## src/rtl/sram_dp_param.sv

```systemverilog
// Simple-dual-port result SRAM with byte enables and a sequential clear sweep.
// Optional macro SRAM_RD_FWD_EN: same-address read/write returns the post-write word.
module sram_dp_param #(
  parameter int unsigned DATA_W = 32,
  parameter int unsigned DEPTH  = 128,
  parameter int unsigned ADDR_W = 7
) (
  input  logic                Clk,
  input  logic                Rst,
  input  logic                Clr,
  input  logic                Wr_En,
  input  logic [ADDR_W-1:0]   Wr_Addr,
  input  logic [DATA_W/8-1:0] Wr_Be,
  input  logic [DATA_W-1:0]   Data_In,
  input  logic                Rd_En,
  input  logic [ADDR_W-1:0]   Rd_Addr,
  output logic [DATA_W-1:0]   Data_Out,
  output logic                Rd_Valid,
  output logic                Addr_Err,
  output logic                Busy,
  output logic                Clr_Done
);

  localparam int unsigned       NumBytes = DATA_W / 8;
  localparam logic [ADDR_W:0]   DepthW   = (ADDR_W + 1)'(DEPTH);
  localparam logic [ADDR_W-1:0] LastPtr  = ADDR_W'(DEPTH - 1);

  typedef enum logic [0:0] {StIdle, StClear} state_e;

  state_e              state_q, state_d;
  logic [ADDR_W-1:0]   ptr_q, ptr_d;
  logic [DATA_W-1:0]   data_out_q, data_out_d;
  logic                rd_valid_q, rd_valid_d;
  logic                addr_err_q, addr_err_d;
  logic                clr_done_q, clr_done_d;

  logic [DATA_W-1:0]   mem_q [DEPTH];

  logic                wr_ok, rd_ok;
  logic [ADDR_W-1:0]   wr_idx, rd_idx;
  logic [DATA_W-1:0]   be_mask;
  logic [DATA_W-1:0]   rd_word, rd_fwd;

  logic                mem_we;
  logic [ADDR_W-1:0]   mem_idx;
  logic [NumBytes-1:0] mem_be;
  logic [DATA_W-1:0]   mem_wdata;

  // Out-of-range addresses are clamped to 0 so the array is never indexed past DEPTH.
  always_comb begin
    wr_ok  = {1'b0, Wr_Addr} < DepthW;
    rd_ok  = {1'b0, Rd_Addr} < DepthW;
    wr_idx = wr_ok ? Wr_Addr : '0;
    rd_idx = rd_ok ? Rd_Addr : '0;
    for (int i = 0; i < NumBytes; i++) begin
      be_mask[8*i +: 8] = {8{Wr_Be[i]}};
    end
    rd_word = mem_q[rd_idx];
  end

`ifdef SRAM_RD_FWD_EN
  logic collide;
  always_comb begin
    collide = Wr_En && wr_ok && (Wr_Addr == Rd_Addr);
    rd_fwd  = collide ? ((Data_In & be_mask) | (rd_word & ~be_mask)) : rd_word;
  end
`else
  always_comb begin
    rd_fwd = rd_word;
  end
`endif

  always_comb begin
    mem_we    = 1'b0;
    mem_idx   = wr_idx;
    mem_be    = Wr_Be;
    mem_wdata = Data_In;
    if (state_q == StClear) begin
      mem_we    = 1'b1;
      mem_idx   = ptr_q;
      mem_be    = '1;
      mem_wdata = '0;
    end else begin
      mem_we = Wr_En && wr_ok && (|Wr_Be);
    end
  end

  always_ff @(posedge Clk) begin
    if (Rst && mem_we) begin
      for (int i = 0; i < NumBytes; i++) begin
        if (mem_be[i]) begin
          mem_q[mem_idx][8*i +: 8] <= mem_wdata[8*i +: 8];
        end
      end
    end
  end

  always_comb begin
    state_d    = state_q;
    ptr_d      = ptr_q;
    data_out_d = '0;
    rd_valid_d = 1'b0;
    addr_err_d = 1'b0;
    clr_done_d = 1'b0;
    unique case (state_q)
      StClear: begin
        ptr_d = ptr_q + ADDR_W'(1);
        if (ptr_q == LastPtr) begin
          state_d    = StIdle;
          ptr_d      = '0;
          clr_done_d = 1'b1;
        end
      end
      StIdle: begin
        rd_valid_d = Rd_En;
        data_out_d = (Rd_En && rd_ok) ? rd_fwd : '0;
        addr_err_d = (Wr_En && !wr_ok) || (Rd_En && !rd_ok);
        // Any access in this cycle still completes; the sweep starts next cycle.
        if (Clr) begin
          state_d = StClear;
          ptr_d   = '0;
        end
      end
      default: state_d = StIdle;
    endcase
  end

  always_ff @(posedge Clk) begin
    if (!Rst) begin
      state_q    <= StClear;
      ptr_q      <= '0;
      data_out_q <= '0;
      rd_valid_q <= 1'b0;
      addr_err_q <= 1'b0;
      clr_done_q <= 1'b0;
    end else begin
      state_q    <= state_d;
      ptr_q      <= ptr_d;
      data_out_q <= data_out_d;
      rd_valid_q <= rd_valid_d;
      addr_err_q <= addr_err_d;
      clr_done_q <= clr_done_d;
    end
  end

  assign Data_Out = data_out_q;
  assign Rd_Valid = rd_valid_q;
  assign Addr_Err = addr_err_q;
  assign Clr_Done = clr_done_q;
  assign Busy     = (state_q == StClear);

endmodule

```

## config.mk

```make
export PLATFORM = sky130hd
export DESIGN_NAME = sram_dp_param
export DESIGN_NICKNAME = d
export VERILOG_FILES = /design/src/rtl/sram_dp_param.sv
export SDC_FILE = /design/constraint.sdc
export NUM_CORES = 2
export LEC_CHECK = 0
export ABC_AREA = 1
export CORE_MARGIN = 4
export CORE_UTILIZATION = 35
export CTS_CLUSTER_DIAMETER = 40
export CTS_CLUSTER_SIZE = 12
export DETAILED_ROUTE_END_ITERATION = 6
export GPL_TIMING_DRIVEN = 0
export PLACE_DENSITY_LB_ADDON = 0.2
export SYNTH_ARGS = -nofsm -noshare
export SYNTH_HDL_FRONTEND = slang
export SYNTH_SLANG_ARGS = --single-unit
```

## constraint.sdc

```tcl
create_clock -name Clk -period 7.07 [get_ports Clk]
set_clock_uncertainty 0.05 [all_clocks]
set_input_delay 1.7675 -clock Clk [delete_from_list [all_inputs] [get_ports Clk]]
set_output_delay 1.7675 -clock Clk [all_outputs]
set_load 0.005 [all_outputs]
```

==> flow_metrics.tcl <==
set metrics [dict create \
    postRouteAntennaNets 0 \
    synth-compound-area-share 0.000850 \
    asyncSetResetFlopFracSynth 0 \
    drt_first_iter_violations 19400 \
    dr_wl_met3_um 93400 \
    nets 15200 \
    detail_route.vias_per_cell 5.67 \
    critical_path_class "in -> reg" \
    setup.worst_path.end_class "flip-flop" \
    post-route-period-util 0.831 \
    post_synth_mux_area_share 0 \
    crit_path_max_cell_delay_ns 1.13 \
    cap_viol_max_count 12 \
    synth-warning-count 0 \
    first_global_vias 113000 \
    synthSimpleGateAreaFrac 0.231 \
    placeableCoreArea_mm2 0.482 \
    place_area_mm2 0.182 \
    grt_max_degree 37 \
    hold_slack_ns 0.455 \
    timing.critical_path.fanout_max 15 \
    drt_first_pass_iters 7 \
    overall_global_routing_usage 0.300 \
    drive_gt1_frac 0.128 \
    cp_cell_sequence "clkdlybuf4s50_1 > o21ai_0 > nand2_1 > nor2_2 > buf_4 > nand2_1 > nor2_1" \
    clk_pin_slew_ns 0.05 \
    worst-slew-pin-transition_ns 1.55 \
    mappedNetlistNets 14300 \
    cts_sinks 4138 \
    vertical_die_dimension_um 704 \
    tritoncts_clock_tree "yes" \
    global_route.overflow_total 0 \
    synthTopCellsByArea "sky130_fd_sc_hd__edfxtp_1 73%, sky130_fd_sc_hd__nand3_1 11%, sky130_fd_sc_hd__nand2_1 10%" \
    timing.final.crit_period_ns 5.87 \
    met1Wirelength_um 291000 \
    setup_violations 0 \
    finalHoldViolCount 0 \
    critical-path-top-cell-by-count "sky130_fd_sc_hd__nand2_1" \
    slew_violations 68 \
    crit_buf_inv 2 \
    yosys_register_bits 4138 \
    hpwlAfterDp_um 559000 \
    cts_hold_repair.buffers 0 \
    design_area_mm2 0.203 \
    syn_to_final_growth_pct 19.6 \
    failed_checks "DRC, capacitance limit, slew limit" \
    ir_worst_vdd_uv 237 \
    netlist.top_cell.by_area "sky130_fd_sc_hd__edfxtp_1" \
    portBuffers 84 \
    cts_htree_levels 6 \
    gp_congestion 0.966 \
    power.leakage_nw 73.0 \
    yosysSeqAreaShare 0.731 \
    num_rows 255 \
    mappedNetlistArea_mm2 0.169 \
    clk_root_buffer_cell "sky130_fd_sc_hd__clkbuf_16" \
    post_cts_resized 0 \
    die_width_um 704 \
    placement.setup.worst_slack_ns 0.320 \
    initial_util 0.351 \
    maxSlewHeadroom -0.0356 \
    io_pins 91 \
    most_used_flip_flop_cell_after_synthesis "sky130_fd_sc_hd__edfxtp_1" \
    detailroute.via_count 126000 \
    netlist.area_leader.share 0.726 \
    fin_ws_ns 1.20 \
    critical-path-top-delay-family "simple AND/OR/NAND/NOR gates" \
    crit_slowest_cell "sky130_fd_sc_hd__nor2_1" \
    setup.worst_path.start_class "primary input" \
    crit_arrival_ns 6.52 \
    drt_wl_total_um 766000 \
    post_syn_area_per_cell_um2 11.9 \
    outcome "finished with violations" \
    maximum_root_to_sink_buffer_count 4 \
    totalNegativeSetupSlack_ns 0 \
    route.met2.wl_um 332000 \
    wl_per_cell_um 34.6 \
    synthXorXnorAreaFrac 0.0000517 \
    antenna_found_initial 112 \
    die-area_mm2 0.495 \
    worst_hold_path_type "reg -> reg" \
    syn-instance-count 14300 \
    cts.repair_timing.setup_buffer_count 0 \
    dominant_combinational_cell_family_by_area_after_synthesis "simple AND/OR/NAND/NOR gates" \
    worstSkewPairLatency_ns 1.17 \
    synth_edf_count 4096 \
    detail_route.drc_violations 6 \
    global_route_wire_length_before_repair_um 1000000 \
    route.top_layer_used "met5" \
    tritoncts_buffer_count 605 \
    synth_adder_area_share 0.0000739 \
    max_clock_freq_mhz 170 \
    synthDistinctLibCells 33 \
    power-per-cell-area_mw_per_mm2 304 \
    unrepaired_setup_endpoints_after_global_routing "no" \
    cp_data_required_time_ns 7.72 \
]
-- synthesized netlist by cell type (2+ instances only) --
cell type,count
sky130_fd_sc_hd__inv_2,2
sky130_fd_sc_hd__nor2_2,9
sky130_fd_sc_hd__buf_1,84
sky130_fd_sc_hd__o21ai_1,4
sky130_fd_sc_hd__buf_8,2
sky130_fd_sc_hd__buf_6,165
sky130_fd_sc_hd__nor2_4,14
sky130_fd_sc_hd__or2_2,2
sky130_fd_sc_hd__dfxtp_1,42
sky130_fd_sc_hd__nor2_1,615
sky130_fd_sc_hd__nand3_1,3878
sky130_fd_sc_hd__buf_2,454
sky130_fd_sc_hd__clkbuf_1,146
sky130_fd_sc_hd__a21oi_1,3
sky130_fd_sc_hd__buf_4,123
sky130_fd_sc_hd__nand2_1,4562
sky130_fd_sc_hd__inv_1,50
sky130_fd_sc_hd__a221oi_1,2
sky130_fd_sc_hd__o21ai_2,4
sky130_fd_sc_hd__or2_1,2
sky130_fd_sc_hd__o21ai_0,5
sky130_fd_sc_hd__edfxtp_1,4096
sky130_fd_sc_hd__nand2_2,8
sky130_fd_sc_hd__inv_4,2
-- path summary, 6_finish.rpt --
kind,startpoint,endpoint,slack (ns),cells past startpoint
setup / recovery,Wr_Addr[2],mem_q[113][25],1.20,7
hold / removal,ptr_q[4],ptr_q[4],0.46,2
hold reg to reg,ptr_q[4],ptr_q[4],0.46,2
setup reg to reg,Busy,mem_q[113][25],1.74,7
-- worst reg2reg max path, cell delays in order, from the launching register on --
cell,delay [ns]
sky130_fd_sc_hd__dfxtp_1,0.31
sky130_fd_sc_hd__buf_4,0.24
sky130_fd_sc_hd__o21ai_0,0.79
sky130_fd_sc_hd__nand2_1,0.29
sky130_fd_sc_hd__nor2_2,1.10
sky130_fd_sc_hd__buf_4,0.71
sky130_fd_sc_hd__nand2_1,0.32
sky130_fd_sc_hd__nor2_1,1.13
-- registers in the layout, indices dropped and copies added, names as in the netlist --
signal	cells
ptr_q	7
mem_q	4096
Data_Out	32
Clr_Done	1
Busy	1
Rd_Valid	1
-- final cells by class --
type	count	area (µm²)
clock inverter	433	5030
sequential	4138	124000
buffer	974	5990
inverter	54	208
clock buffer	681	15700
timing repair buffer	239	4030
fill	45000	280000
antenna	70	175
tap	6425	8040
multi-input combinational	9117	39600
-- cell families (layout without fill, tap and decap cells) --
logic type                 Yosys count  in the layout
AOI/OAI and AO/OA                   22             22
DFF                               4138           4138
adders and majority gates            1              1
xor gates and xnor gates             1              1
buffers and inverters             1028           2381
other                                1             71
and+or+nand+nor                   9092           9092
-- per-stage QoR --
stage,total power [mW],util,instances
after floorplan,28.9,-,14300
after global placement,30.8,0.370,20800
after detailed placement,30.8,0.377,20900
after CTS,61.4,0.420,22100
after global routing,62.7,0.420,22100
final,61.5,0.420,22100
-- layout by cell type, fill, tap and decap left out, types with 43 or more instances in the layout --
| cell type | Yosys | final |
|---|---|---|
| sky130_fd_sc_hd__buf_1 | 84 | 75 |
| sky130_fd_sc_hd__buf_12 | 0 | 137 |
| sky130_fd_sc_hd__buf_2 | 454 | 463 |
| sky130_fd_sc_hd__buf_4 | 123 | 123 |
| sky130_fd_sc_hd__buf_6 | 165 | 167 |
| sky130_fd_sc_hd__bufinv_16 | 0 | 70 |
| sky130_fd_sc_hd__clkbuf_1 | 146 | 187 |
| sky130_fd_sc_hd__clkbuf_16 | 0 | 615 |
| sky130_fd_sc_hd__clkdlybuf4s50_1 | 0 | 84 |
| sky130_fd_sc_hd__clkinv_1 | 0 | 63 |
| sky130_fd_sc_hd__clkinv_2 | 0 | 71 |
| sky130_fd_sc_hd__clkinv_4 | 0 | 43 |
| sky130_fd_sc_hd__clkinvlp_4 | 0 | 74 |
| sky130_fd_sc_hd__diode_2 | 0 | 70 |
| sky130_fd_sc_hd__edfxtp_1 | 4096 | 4096 |
| sky130_fd_sc_hd__inv_1 | 50 | 50 |
| sky130_fd_sc_hd__inv_6 | 0 | 69 |
| sky130_fd_sc_hd__nand2_1 | 4562 | 4562 |
| sky130_fd_sc_hd__nand3_1 | 3878 | 3878 |
| sky130_fd_sc_hd__nor2_1 | 615 | 579 |
| sky130_fd_sc_hd__nor2_4 | 14 | 46 |
-- where the power goes --
part / internal [mW] / leakage (nW) / switching [mW] / total, mW
clock network: 18.8 / 9.90 / 12.3 / 31.0
registers: 26.6 / 38.3 / 0.00880 / 26.6
logic: 0.828 / 24.8 / 3.02 / 3.84
total: 46.2 / 73.0 / 15.3 / 61.5
-- routing by layer --
| layer | track usage | up-vias |
|---|---|---|
| met5 | 0 | - |
| met4 | 0.171 | 66 |
| met3 | 0.0961 | 1759 |
| met2 | 0.444 | 8184 |
| met1 | 0.389 | 62900 |
| li1 | - | 52600 |
(Power assumes the default switching activity.)
